`src/rtl/amp_pkg.sv`:
```
// Shared defaults for the audio-to-PWM duty feeder and its sample FIFO.
package amp_pkg;

  localparam int N_DEF     = 8;
  localparam int W_DEF     = 16;
  localparam int DEPTH_DEF = 4;
  localparam int MIDSCALE  = 1 << (N_DEF - 1);

  function automatic int midscale(input int n);
    return 1 << (n - 1);
  endfunction

endpackage

```
`src/rtl/sample_fifo.sv`:
```
// Small synchronous sample FIFO with occupancy count; pointers wrap modulo DEPTH.
module sample_fifo
  import amp_pkg::*;
#(
  parameter int W     = W_DEF,
  parameter int DEPTH = DEPTH_DEF,
  localparam int PW   = $clog2(DEPTH),
  localparam int LW   = $clog2(DEPTH + 1)
) (
  input  logic          clk,
  input  logic          rst,
  input  logic          push,
  input  logic [W-1:0]  din,
  input  logic          pop,
  output logic [W-1:0]  dout,
  output logic [LW-1:0] level
);

  logic [W-1:0]  mem_q [DEPTH];
  logic [PW-1:0] wr_ptr_q, wr_ptr_d;
  logic [PW-1:0] rd_ptr_q, rd_ptr_d;
  logic [LW-1:0] level_q, level_d;
  logic          push_ok, pop_ok;

  // Guard against overfill/underflow even if the caller misbehaves.
  assign push_ok = push && (level_q != LW'(DEPTH));
  assign pop_ok  = pop && (level_q != '0);

  always_comb begin
    wr_ptr_d = wr_ptr_q;
    rd_ptr_d = rd_ptr_q;
    level_d  = level_q;
    if (push_ok) wr_ptr_d = wr_ptr_q + PW'(1);
    if (pop_ok)  rd_ptr_d = rd_ptr_q + PW'(1);
    case ({push_ok, pop_ok})
      2'b10:   level_d = level_q + LW'(1);
      2'b01:   level_d = level_q - LW'(1);
      default: level_d = level_q;
    endcase
  end

  always_ff @(posedge clk or negedge rst) begin
    if (!rst) begin
      wr_ptr_q <= '0;
      rd_ptr_q <= '0;
      level_q  <= '0;
    end else begin
      wr_ptr_q <= wr_ptr_d;
      rd_ptr_q <= rd_ptr_d;
      level_q  <= level_d;
    end
  end

  always_ff @(posedge clk) begin
    if (push_ok) mem_q[wr_ptr_q] <= din;
  end

  assign dout  = mem_q[rd_ptr_q];
  assign level = level_q;

endmodule

```
`src/rtl/duty_feeder.sv`:
```
// Buffers signed audio samples and converts one per PWM period into an
// offset-binary duty word, with volume shift, rounding and saturation.
module duty_feeder
  import amp_pkg::*;
#(
  parameter int N     = N_DEF,
  parameter int W     = W_DEF,
  parameter int DEPTH = DEPTH_DEF,
  localparam int LW   = $clog2(DEPTH + 1)
) (
  input  logic          clk,
  input  logic          rst,
  input  logic          ena,
  input  logic [W-1:0]  s_data,
  input  logic          s_valid,
  output logic          s_ready,
  input  logic          period_start,
  input  logic [2:0]    vol,
  output logic [N-1:0]  duty,
  output logic          underrun,
  output logic [LW-1:0] level
);

  localparam logic [N-1:0] MID = N'(midscale(N));
  localparam logic [W:0]   RND = (W + 1)'(1) << (W - N - 1);
  localparam logic [W-1:0] POS_MAX = {1'b0, {(W - 1){1'b1}}};

  logic                run_q, run_d;
  logic [N-1:0]        duty_q, duty_d;
  logic                underrun_q, underrun_d;
  logic                push, pop;
  logic [W-1:0]        fifo_dout;
  logic [LW-1:0]       fifo_level;
  logic signed [W-1:0] shifted;
  logic [W:0]          sum;
  logic                pos_ovf;
  logic [W-1:0]        sat;

  // run_q keeps the block quiet for the first cycle after reset release.
  assign s_ready = ena && run_q && (fifo_level < LW'(DEPTH));
  assign push    = s_valid && s_ready;
  assign pop     = period_start && ena && run_q && (fifo_level != '0);

  sample_fifo #(
    .W     (W),
    .DEPTH (DEPTH)
  ) u_fifo (
    .clk   (clk),
    .rst   (rst),
    .push  (push),
    .din   (s_data),
    .pop   (pop),
    .dout  (fifo_dout),
    .level (fifo_level)
  );

  // Only the rounding add can overflow, and only in the positive direction.
  always_comb begin
    shifted = $signed(fifo_dout) >>> vol;
    sum     = {shifted[W-1], shifted} + RND;
    pos_ovf = ~sum[W] & sum[W-1];
    sat     = pos_ovf ? POS_MAX : sum[W-1:0];
  end

  always_comb begin
    run_d      = 1'b1;
    duty_d     = duty_q;
    underrun_d = period_start && ena && run_q && (fifo_level == '0);
    if (pop) duty_d = N'(sat >> (W - N)) ^ MID;
  end

  always_ff @(posedge clk or negedge rst) begin
    if (!rst) begin
      run_q      <= 1'b0;
      duty_q     <= MID;
      underrun_q <= 1'b0;
    end else begin
      run_q      <= run_d;
      duty_q     <= duty_d;
      underrun_q <= underrun_d;
    end
  end

  assign duty     = duty_q;
  assign underrun = underrun_q;
  assign level    = fifo_level;

endmodule

```
`config.mk`:
```
export PLATFORM = sky130hd
export DESIGN_NAME = duty_feeder
export DESIGN_NICKNAME = d
export VERILOG_FILES = /design/src/rtl/amp_pkg.sv /design/src/rtl/sample_fifo.sv /design/src/rtl/duty_feeder.sv
export SDC_FILE = /design/constraint.sdc
export NUM_CORES = 1
export LEC_CHECK = 0
export ABC_AREA = 1
export CORE_MARGIN = 1.5
export CORE_UTILIZATION = 55
export DETAILED_ROUTE_END_ITERATION = 8
export PLACE_DENSITY = 0.8
export SETUP_SLACK_MARGIN = 0.5
export SLEW_MARGIN = 5
export SYNTH_ARGS = -nofsm -noshare
export SYNTH_HDL_FRONTEND = slang
export SYNTH_SLANG_ARGS = --single-unit
export TNS_END_PERCENT = 1
```
`constraint.sdc`:
```
create_clock -name clk -period 2.9 [get_ports clk]
set_clock_uncertainty 0.05 [all_clocks]
set_input_delay 0.87 -clock clk [delete_from_list [all_inputs] [get_ports clk]]
set_output_delay 0.87 -clock clk [all_outputs]
set_load 0.03 [all_outputs]
```
==> summary.log <==
qor: detailed_routing.drt_iter0_markers 132
qor: detailed_routing.drtAntennaViolNets 0
qor: floorplanning.placementRows 25
qor: worst_setup_path.worst_setup_path_start_kind register
qor: place.placement.io_buffers 29
qor: sta.grt_setup_unrepaired yes
qor: pwr.leakagePower 1.44 nW
qor: worst_setup_path.endpoint_kind output pin
qor: sta.timing.final.crit_share 83.7%
qor: finish.drive_above_1_share 22.3%
qor: clock_tree.clk_latency 0.31 ns
qor: synthesis.synth_top_area_share 39.5%
qor: clock_tree.max-clock-path-buffers 2
qor: floorplanning.initial_utilization 57.5%
qor: detailed_routing.detailroute.via_count 2,107
qor: synthesis.synthesis.area_per_instance 9.40 sq um
qor: floorplanning.io_pins 37
qor: worst_setup_path.beginning_of_the_worst_register_to_register_path u_fifo.rd_ptr_q[0]
qor: worst_setup_path.cp_data_arrival_time 1.51 ns
qor: sta.setup_viol_count_final 0
qor: global_route.initial_antenna_violation_count 0
qor: sta.timing_worst_slew_pin_value 0.728 ns
qor: synthesis.ys.warnings.count 0
qor: synthesis.synthesized_netlist_cell_count 291
qor: place.detailed_place_hpwl 3.78 mm
qor: worst_setup_path.crit_fanout 2
qor: finish.multi_input_area 1150 sq um
qor: floorplanning.die_area 5410 sq um
qor: synthesis.synth.distinct_cells 32
qor: synthesis.post-synth-top-count-cell sky130_fd_sc_hd__nand2_1
qor: finish.fillers 361
qor: global_route.grt_util_all_layers 21.1%
qor: pwr.ir_drop 0.000452 V
qor: clock_tree.clockRootBuffer sky130_fd_sc_hd__clkbuf_8
qor: finish.antenna-diode-count 0
qor: global_route.grt_start_max_net_pins 19
qor: global_route.grt-ovfl-total 0
qor: clock_tree.cts_made_buffers 5
qor: synthesis.synth_edf_count 36
qor: finish.p_r_area_growth_vs_syn 23.8%
qor: detailed_routing.detailedRoute.firstPassIterationCount 4
qor: synthesis.mappedNetlistNets 322
qor: worst_setup_path.worst_r2r_path_depth 17
qor: sta.max-slew-margin-rel 51.3%
qor: clock_tree.cts_num_sinks 53
qor: clock_tree.cts_tree built
qor: worst_setup_path.worst_path_largest_cell_delay 0.66 ns
qor: worst_setup_path.worst-endpoint-required 1.98 ns
qor: finish.final_core_util 71.2%
qor: floorplanning.design.core.area 4750 sq um
qor: finish.sequential_cell_area 1510 sq um
qor: pwr.cellPowerDensity 849 nW/um^2
qor: detailed_routing.remaining_drc_errors 0
qor: synthesis.synth.top_cells.by_count sky130_fd_sc_hd__nand2_1 (82), sky130_fd_sc_hd__nand3_1 (46), sky130_fd_sc_hd__edfxtp_1 (36)
qor: place.placedCellCount 399
qor: worst_setup_path.r2r_end duty[6]
qor: worst_setup_path.critPathBufInv 1
qor: detailed_routing.route.detailed.vias_per_inst 5.16
qor: sta.timing_max_transition_violations_final 0
qor: synthesis.register_bit_count_reported_by_yosys 53
qor: synthesis.syn-cell-area 2740 sq um
qor: clock_tree.cts_hold_buf 0
qor: worst_setup_path.critPathCapture duty[7]
qor: status.outcome finished, final reports clean
qor: sta.minimum_clock_period_after_layout 2.43 ns
qor: sta.layout_setup_ws 0.473 ns
qor: worst_setup_path.critical_path_source duty[7]
qor: synthesis.netlist_top_cells_area sky130_fd_sc_hd__edfxtp_1 (40%), sky130_fd_sc_hd__dfrtp_1 (15%), sky130_fd_sc_hd__nand2_1 (11%)
qor: worst_setup_path.cell_by_cell_listing_of_the_critical_path clkdlybuf4s50_1
qor: global_route.grt_first_pass_wirelength 8.69 mm
qor: global_route.first_global_vias 1,969
qor: worst_setup_path.timing.critical_path.slowest_stage_cell sky130_fd_sc_hd__clkdlybuf4s50_1
qor: floorplanning.die_wd 73.5 microns
qor: detailed_routing.route.detailed.wl_per_inst 12.8 microns
qor: place.post_placement_worst_setup_slack -0.0783 ns
qor: floorplanning.floorplan.die.height 73.5 microns
qor: synthesis.async_reset_ff_share 32.1%
qor: worst_setup_path.cell_count_along_the_critical_path 1
qor: sta.report.final.hold_viol_count 0
qor: synthesis.yosys.area.top_type sky130_fd_sc_hd__edfxtp_1
qor: worst_setup_path.worst-r2r-setup-slack 0.64 ns
qor: finish.fin_cells 408
qor: flow_run.max_cap_violations 0
qor: clock_tree.cts-htree-levels 2
qor: synthesis.postSynth.topFlopCell sky130_fd_sc_hd__edfxtp_1
qor: place.gpl.final_weighted_congestion 0.871
qor: sta.achievable-frequency 412 MHz
qor: worst_setup_path.critPathTopFamily buffers and inverters
qor: synthesis.post_synthesis_sequential_area_ratio 55.1%
qor: hold_path.hold_path_class reg -> reg
qor: detailed_routing.postRouteWirelength 5.22 mm
qor: clock_tree.cts.reportedPaths.clkPinSlew 0.10 ns
qor: finish.finalNetCount 371
qor: worst_setup_path.setup.worst_path.class reg -> out
final cells by class:
| type | count | area share [%] |
|---|---|---|
| flip-flops and latches | 53 | 44.5 |
| multi-input cells | 206 | 34.0 |
| repair buffers | 49 | 13.3 |
| inverters | 25 | 2.96 |
| well taps | 67 | 2.48 |
| clock buffers | 5 | 2.03 |
| clock inverters | 3 | 0.739 |
cell families after synthesis:
kind of cell | after synthesis | share of synthesized area [%]
flops | 53 | 55.1
other cells | 1 | 0.137
compound gates | 17 | 4.21
xor+xnor | 5 | 1.60
simple gates | 176 | 30.1
buf+inv | 32 | 5.40
fa+ha+maj | 7 | 3.48
sequential cells by signal (all words and copies together) (netlist names):
register and flops:
u_fifo.rd_ptr_q 2, duty 8, u_fifo.mem_q 36, u_fifo.wr_ptr_q 2, u_fifo.level 3, underrun 1
run_q 1
metrics by stage:
stage	instance area (sq um)	hold slack (ns)	power, mW	TNS [ns]
after floorplan	2760	0.488	2.04	0
after global placement	3210	0.443	2.39	-0.293
after detailed placement	3210	0.439	2.43	-0.556
after CTS	3310	0.453	2.85	0
after global routing	3390	0.489	3.10	0
final	3390	0.461	2.88	0
power breakdown:
group / switching, mW / total [mW] / internal, mW
Combinational: 0.888 / 1.43 / 0.539
Sequential: 0.0919 / 1.02 / 0.932
Clock: 0.248 / 0.424 / 0.176
Total: 1.23 / 2.88 / 1.65
how the worst min path moves through the flow:
stage,startpoint,to,cells past startpoint,slack (ns)
floorplan,run_q,underrun,2,0.49
global placement,u_fifo.level[1],underrun,1,0.44
detailed placement,u_fifo.level[1],underrun,1,0.44
CTS,u_fifo.level[1],underrun,1,0.45
global route,u_fifo.level[1],underrun,1,0.49
finish,u_fifo.level[1],underrun,1,0.46
routing by layer:
| layer | up-vias | wire, microns | track usage, % |
|---|---|---|---|
| met2 | 53 | 2630 | 36.3 |
| met4 | 0 | 65 | 6.17 |
| met5 | - | 0 | 0 |
| li1 | 1059 | - | - |
| met1 | 989 | 2250 | 27.7 |
| met3 | 6 | 272 | 3.29 |
cell usage in the layout, fill, tap and decap left out, drive strengths merged:
cell type	instances
or2	1
clkinv	1
dfstp	1
nand3	54
a21oi	13
conb	1
a31oi	1
inv	26
dfrtp	16
edfxtp	36
clkinvlp	1
nor4	1
and2	1
clkdlybuf4s50	23
nor2	29
buf	21
nand2	89
nand3b	1
xnor2	1
o21bai	1
dlygate4sd2	1
o21ai	2
dlymetal6s2s	3
clkbuf	6
ha	6
xor2	4
fa	1
what timing repair did:
item / CTS / global route
setup buffers: 0 / 1
resized for setup: 5 / 22
endpoints found under the setup margin: 11 / 11
hold endpoints to repair: 0 / 0
pin swaps: 2 / 7
Note: power is estimated with default switching activity, not from simulation.
